$ cat src/rtl/ddr_ctr_rd_resp.sv
// Read-response side of a DDR controller model: waits out an init delay, then serves
// one INCR read burst at a time with synthetic data and SLVERR above the address limit.
//
// state | meaning
// INIT  | post-reset settle delay, ddr_ready low
// IDLE  | arready high, waiting for a read address
// WAIT  | read latency countdown, rvalid low
// BURST | presenting beats until the rlast handshake
module ddr_ctr_rd_resp #(
    parameter int          INIT_CYCLES = 16,
    parameter int          RD_LATENCY  = 4,
    parameter logic [31:0] ADDR_LIMIT  = 32'h0001_0000,
    parameter logic [31:0] DATA_KEY    = 32'hA5A5_0000
) (
    input  logic        clk,
    input  logic        rst,
    input  logic [31:0] araddr,
    input  logic [7:0]  arlen,
    input  logic        arvalid,
    output logic        arready,
    output logic [31:0] rdata,
    output logic [1:0]  rresp,
    output logic        rlast,
    output logic        rvalid,
    input  logic        rready,
    output logic        ddr_ready
);

    localparam logic [1:0] S_INIT  = 2'd0;
    localparam logic [1:0] S_IDLE  = 2'd1;
    localparam logic [1:0] S_WAIT  = 2'd2;
    localparam logic [1:0] S_BURST = 2'd3;

    localparam int IW = $clog2(INIT_CYCLES + 1);
    localparam int LW = (RD_LATENCY > 1) ? $clog2(RD_LATENCY) : 1;
    localparam logic [IW-1:0] INIT_TC  = IW'(INIT_CYCLES - 1);
    localparam logic [LW-1:0] LAT_LOAD = LW'((RD_LATENCY > 0) ? RD_LATENCY - 1 : 0);

    logic [1:0]    state;
    logic [IW-1:0] init_cnt;
    logic [LW-1:0] lat_cnt;
    logic [31:0]   beat_addr;
    logic [7:0]    beat_cnt;
    logic [7:0]    len;
    logic [31:0]   aligned_addr;
    logic [31:0]   next_addr;
    logic [7:0]    next_cnt;

    assign aligned_addr = araddr & 32'hFFFF_FFFC;
    assign next_addr    = beat_addr + 32'd4;
    assign next_cnt     = beat_cnt + 8'd1;

    function automatic logic [1:0] beat_resp(input logic [31:0] a);
        return (a >= ADDR_LIMIT) ? 2'b10 : 2'b00;
    endfunction

    always_ff @(posedge clk) begin
        if (rst) begin
            state     <= S_INIT;
            init_cnt  <= '0;
            lat_cnt   <= '0;
            beat_addr <= '0;
            beat_cnt  <= '0;
            len       <= '0;
            arready   <= 1'b0;
            rvalid    <= 1'b0;
            rlast     <= 1'b0;
            rresp     <= 2'b00;
            rdata     <= '0;
            ddr_ready <= 1'b0;
        end else begin
            case (state)
                S_INIT: begin
                    if (init_cnt == INIT_TC) begin
                        init_cnt  <= '0;
                        ddr_ready <= 1'b1;
                        arready   <= 1'b1;
                        state     <= S_IDLE;
                    end else begin
                        init_cnt <= init_cnt + 1'b1;
                    end
                end
                S_IDLE: begin
                    if (arvalid) begin
                        arready   <= 1'b0;
                        len       <= arlen;
                        beat_cnt  <= '0;
                        beat_addr <= aligned_addr;
                        if (RD_LATENCY == 0) begin
                            rvalid <= 1'b1;
                            rdata  <= aligned_addr ^ DATA_KEY;
                            rresp  <= beat_resp(aligned_addr);
                            rlast  <= (arlen == 8'd0);
                            state  <= S_BURST;
                        end else begin
                            lat_cnt <= LAT_LOAD;
                            state   <= S_WAIT;
                        end
                    end
                end
                S_WAIT: begin
                    if (lat_cnt == '0) begin
                        rvalid <= 1'b1;
                        rdata  <= beat_addr ^ DATA_KEY;
                        rresp  <= beat_resp(beat_addr);
                        rlast  <= (len == 8'd0);
                        state  <= S_BURST;
                    end else begin
                        lat_cnt <= lat_cnt - 1'b1;
                    end
                end
                S_BURST: begin
                    // Outputs only move on a handshake, so a stalled beat stays put.
                    if (rready) begin
                        if (rlast) begin
                            rvalid  <= 1'b0;
                            rlast   <= 1'b0;
                            arready <= 1'b1;
                            state   <= S_IDLE;
                        end else begin
                            beat_addr <= next_addr;
                            beat_cnt  <= next_cnt;
                            rdata     <= next_addr ^ DATA_KEY;
                            rresp     <= beat_resp(next_addr);
                            rlast     <= (next_cnt == len);
                        end
                    end
                end
                default: state <= S_INIT;
            endcase
        end
    end

endmodule

$ cat config.mk
export PLATFORM = sky130hd
export DESIGN_NAME = ddr_ctr_rd_resp
export DESIGN_NICKNAME = d
export VERILOG_FILES = /design/src/rtl/ddr_ctr_rd_resp.sv
export SDC_FILE = /design/constraint.sdc
export NUM_CORES = 1
export LEC_CHECK = 0
export BUFFER_PORTS_ARGS = -buffer_cell sky130_fd_sc_hd__buf_2
export CAP_MARGIN = 20
export CELL_PAD_IN_SITES_DETAIL_PLACEMENT = 0
export CELL_PAD_IN_SITES_GLOBAL_PLACEMENT = 2
export CORE_ASPECT_RATIO = 0.9
export CORE_MARGIN = 4
export CORE_UTILIZATION = 29
export CTS_CLUSTER_DIAMETER = 200
export DETAILED_ROUTE_END_ITERATION = 16
export MAX_ROUTING_LAYER = met4
export PLACE_DENSITY = 0.8
export RECOVER_POWER = 25
export SLEW_MARGIN = 30
export SYNTH_ARGS = -nofsm -noshare
export SYNTH_HDL_FRONTEND = slang
export SYNTH_SLANG_ARGS = --single-unit
$ cat constraint.sdc
create_clock -name clk -period 2 [get_ports clk]
set_input_delay 0.1 -clock clk [delete_from_list [all_inputs] [get_ports clk]]
set_output_delay 0.1 -clock clk [all_outputs]
set_load 0.01 [all_outputs]
## Yosys cells after proc, flatten, opt, wreduce, memory -nomap -nowiden

Cells that the tools add are included.

- $add $sub $neg: 4
- Order comparisons: 2
- Equality and inequality tests: 12
- Multiplexer cells: 41
- Bitwise operators: 2
- Reductions and logical operators: 16

Operators by type and width:

| kind | number |
|---|---|
| $mux W32 | 6 |
| $pmux W32 S2 | 2 |
| $ge A32 B17 Y1 const B | 2 |
| $add A32 B3 Y32 const B | 1 |
| $mux W2 | 12 |
| $mux W8 | 3 |
| $not A8 Y8 | 2 |
| $pmux W8 S2 | 1 |
| $ne A2 B2 Y1 const B | 7 |
| $reduce_and A4 Y1 | 3 |
| $mux W1 | 10 |
| $reduce_and A5 Y1 | 2 |
| $add A8 B1 Y8 const B | 1 |
| $eq A8 B8 Y1 | 1 |
| $logic_not A8 Y1 | 1 |
| $pmux W2 S2 | 2 |
| $pmux W2 S4 | 1 |
| $reduce_and A3 Y1 | 2 |
| $reduce_bool A2 Y1 | 3 |
| $add A5 B1 Y5 const B | 1 |
| $eq A5 B4 Y1 const B | 1 |
| $mux W5 | 1 |
| $eq A2 B2 Y1 const B | 2 |
| $logic_not A2 Y1 | 2 |
| 6 further kinds | 8 |

- Flip-flop bits (word level): 95
- Input bits: 44
- Logic and storage cells: 89

## Longest topological paths before layout

- Depth after elaboration: 6
- Mapped depth: 9
- Depth with buffers taken out: 8

## Least setup slack after synthesis

No wires, ideal clock.

- Path type: register to register
- Start point: reg beat_addr[2]
- End point: reg rresp[1]
- Data arrival time: 1.987 ns
- Data required time: 1.877 ns
- Setup slack: -0.111 ns
- Stages on the path, launching flop included: 9
- Path buffers: 0
- Period minus slack after synthesis: 2.111 ns
- Cell sequence: dfxtp_1 ha_1 nand3_2 or4_4 nor3_2 xnor2_1 o21ai_0 nor4_1 o21ai_1

- Longest elaborated chain between the ends: 6

RTL lines:

| what | line | text |
|---|---|---|
| from (decl) | 42 | `logic [31:0] beat_addr;` |
| from (signal assigned) | 88 | `beat_addr <= aligned_addr;` |
| from (signal assigned) | 121 | `beat_addr <= next_addr;` |
| $add A32 B3 Y32 | 50 | `assign next_addr = beat_addr + 32'd4;` |
| $ge A32 B17 Y1 | 54 | `return (a >= ADDR_LIMIT) ? 2'b10 : 2'b00;` |
| $mux W2 | 54 |  |
| $mux W2 | 115 | `if (rlast) begin` |
| $mux W2 | 114 | `if (rready) begin` |
| $pmux W2 S2 * | 72 | `case (state)` |
| to (signal assigned) | 92 | `rresp <= beat_resp(aligned_addr);` |
| to (signal assigned) | 105 | `rresp <= beat_resp(beat_addr);` |
| to (signal assigned) | 124 | `rresp <= beat_resp(next_addr);` |
| to (decl) | 22 | `output logic [1:0] rresp,` |

Mark *: on every way between the ends. The rest lies on a longest branch, timed or not. The select of a mux whose other input is x is not followed.
A chain may end at the register's enable or synchronous reset.

## Worst setup path in the final report

- Start point: reg beat_addr[2]
- End point: reg rdata[30]

- Longest elaborated chain between the ends: 4

RTL lines:

| what | line | text |
|---|---|---|
| $add A32 B3 Y32 | 50 |  |
| $mux W32 | 115 |  |
| $mux W32 | 114 |  |
| $pmux W32 S2 | 72 |  |
| to (signal assigned) | 91 | `rdata <= aligned_addr ^ DATA_KEY;` |
| to (signal assigned) | 104 | `rdata <= beat_addr ^ DATA_KEY;` |
| to (signal assigned) | 123 | `rdata <= next_addr ^ DATA_KEY;` |
| to (decl) | 21 | `output logic [31:0] rdata,` |

Every way passes these cells. The select of a mux whose other input is x is not followed.

==> results.ini <==
[setup_path]
cp_cell_sequence = ha_4 > nand3_4 > buf_4 > nor4_4 > buf_4 > nand4_1 > or3_1 > a311oi_2
crit_buf_inv = 2
worst-setup-path-type = register to register
reg2regPathDepth = 8
reg2reg_slack_ns = -0.07
regToRegStartpoint = beat_addr[2]
endpoint_kind = register
startpoint = beat_addr[2]
required_ns = 2.27
regToRegEndpoint = rdata[30]
critPathMaxFanout = 3
crit_arrival_ns = 2.34
cpMaxStageDelayCell = or3_1
cp_num_cells = 8
max_stage_delay_ns = 0.43
crit_family = simple AND/OR/NAND/NOR gates
path_common_cell = buf_4
crit_end = rdata[30]
cp-start-kind = register

[global_route]
grt_pass1_wl_um = 26300
grt_max_degree = 38
grtUsageMet2_pct = 26.1
grt_use_met3_pct = 3.01
antenna_found_initial = 0
grt_use_total_pct = 16.9
overflow = 0
grt_pass1_vias = 5170
busiest_layer = met2
grt_use_met1_pct = 22.5

[sta]
min_period_ns = 2.07
slew_viol_final = 0
hold_slack_ns = 0.0616
rsz0062_at_grt = yes
setup_viol = 8
layout_setup_ws_ns = -0.0738
skew_ns = 0.00709
max_freq_mhz = 482
post-route-period-util_pct = 104
max_slew_margin_pct = 57.6
hold_viol = 0
max_slew.worst_pin.slew_ns = 0.636

[power_and_ir_drop]
finalPower_w = 0.00598
power.leakage_nw = 2.54
peakVddDrop_mv = 0.415
p_per_area_nw_per_um2 = 863

[finish]
diodes = 0
final_cell_area_um2 = 6930
syn2layout_area_growth_pct = 38.1
post-route-util_pct = 40.9
layout_common_cells = 81 x buf_4, 79 x nand2_1, 78 x nor2_1, 77 x dfxtp_1, 51 x buf_2
finalNetCount = 847
stdcell_count = 1033
mostFrequentLayoutCell = buf_4
drive_gt1_share_pct = 27.6

[route]
wirelength_um = 16000
firstDrtPassIters = 6
viasPerCell = 5.08
ant_nets = 0
avgRoutedWirePerCell_um = 15.5
dr_total_vias = 5252
drt_iter0_markers = 354
drc_errors = 0

[placement]
hpwl_um = 11700
placed_cells = 1004
io_buffers = 76
placed_area_um2 = 6250
routabilityCongestion = 0.848

[die]
die_w_um = 147
die-height_um = 133
core_area_um2 = 16900
die-area_um2 = 19500
start_util_pct = 29.6
std_cell_rows = 45
io_pins = 82

[synthesis]
avgSynthCellArea_um2 = 7.61
synth_cell_types = 54
ys_seq_area_share_pct = 35.9
netlist_instances = 659
synth-seq-cells = 90
synth_ff_type = dfxtp_1
synth_area_um2 = 5020
ys_async_sr_fraction_pct = 0
synth-warning-count = 0
synth_edf_count = 0

[hold_path]
holdCritStartpoint = araddr[29]
hold_class = input port to register

[clock_network]
cts_tree = done
clkTransAtPathRegs_ns = 0.07
clock-sinks = 90
clkLatencyLatePin_ns = 0.36
numCtsBuffers = 9
cts_max_level = 3
clock_path_buffers = 2
ctsRootBufferMaster = clkbuf_16

[status]
violations = negative setup slack
status = finished with violations

[flow_run]
maxCapViolCount = 0

## routing by layer
layer / vias to the layer above / share of wire (%)
li1: 2605 / -
met1: 2477 / 49
met2: 152 / 45
met3: 18 / 4.6
met4: 0 / 1.6
met5: - / 0
## cells by family after synthesis
logic type | count (synthesis) | share of synthesized area, %
xor+xnor | 42 | 7.33
buf+inv | 72 | 5.84
flops | 90 | 35.9
compound gates | 172 | 22.2
other cells | 1 | 0.0747
mux | 6 | 1.22
simple gates | 266 | 25.0
fa+ha+maj | 10 | 2.49
## layout make-up
| class | instances | area (um^2) |
|---|---|---|
| fillers | 1752 | 10000 |
| multi-input cells | 499 | 3190 |
| flip-flops and latches | 90 | 1820 |
| repair buffers | 179 | 1270 |
| well taps | 235 | 294 |
| clock buffers | 10 | 239 |
| clock inverters | 6 | 66.3 |
| inverters | 14 | 52.6 |
## worst register-to-register path, stage by stage, from the launching register on
cell	delay [ns]
dfxtp_2	0.36
ha_4	0.15
nand3_4	0.08
buf_4	0.15
nor4_4	0.23
buf_4	0.17
nand4_1	0.22
or3_1	0.43
a311oi_2	0.21
## sequential cells by signal, summed over array words and instances, names as in the netlist, 2 cells and up
signal     flops
beat_addr     30
rdata         30
beat_cnt       8
len            8
init_cnt       5
lat_cnt        2
state          2
## cell usage after synthesis (2+ instances only)
master | instances | share of area [%]
a211oi_1 | 29 | 4.3
o21bai_1 | 2 | 0.30
nor3_1 | 21 | 2.1
buf_1 | 3 | 0.22
xnor2_1 | 20 | 3.5
a31oi_1 | 6 | 0.75
nand3_1 | 18 | 1.8
dfxtp_1 | 90 | 36
and3_1 | 8 | 1.0
nor2b_1 | 4 | 0.50
or3_1 | 8 | 1.0
nand2b_1 | 2 | 0.25
nor2_1 | 79 | 5.9
xor2_1 | 22 | 3.8
buf_2 | 9 | 0.90
o21ai_1 | 2 | 0.20
and2_1 | 3 | 0.37
a311oi_1 | 4 | 0.70
o2bb2ai_1 | 14 | 2.4
a221oi_1 | 2 | 0.35
buf_4 | 3 | 0.45
nor3b_1 | 2 | 0.30
nand2_1 | 81 | 6.1
and4_1 | 2 | 0.35
inv_1 | 14 | 1.0
ha_1 | 10 | 2.5
clkbuf_1 | 43 | 3.2
nor4_1 | 8 | 1.0
a22oi_1 | 15 | 2.2
mux2i_1 | 5 | 1.0
nor3_2 | 2 | 0.40
nand4_1 | 20 | 2.5
o21ai_0 | 32 | 3.2
a211o_1 | 2 | 0.35
or2_2 | 2 | 0.25
a21o_1 | 2 | 0.30
a21oi_1 | 46 | 4.6
o22ai_1 | 7 | 0.87
o211ai_1 | 2 | 0.30
## repair_timing
action	CTS	global route
hold buffers	8	0
resized for setup	19	48
pin swaps	15	25
endpoints found under the setup margin	11	55
hold endpoints to repair	8	0
buffers inserted	2	4
## report_power, final
part	switching [W]	internal [W]	leakage, nW	total, W
logic	0.00103	0.000874	1.66	0.00191
clock network	0.000790	0.00100	0.141	0.00179
registers	0.000221	0.00206	0.735	0.00228
total	0.00204	0.00394	2.54	0.00598
## metrics by stage
step	setup slack, ns	setup TNS, ns
CTS	-0.0861	-0.201
detailed placement	-0.150	-0.251
global route	-0.190	-1.80
finish	-0.0738	-0.298
floorplan	-0.0447	-0.0447
global placement	-0.0741	-0.0741
## worst min path at each step
stage                     to  cells past startpoint
6_report       beat_addr[29]                      3
5_1_grt         beat_addr[2]                      3
4_1_cts        beat_addr[29]                      3
3_5_place_dp          len[4]                      3
3_3_place_gp          len[2]                      3
2_1_floorplan         len[0]                      2
(Power assumes the default switching activity.)
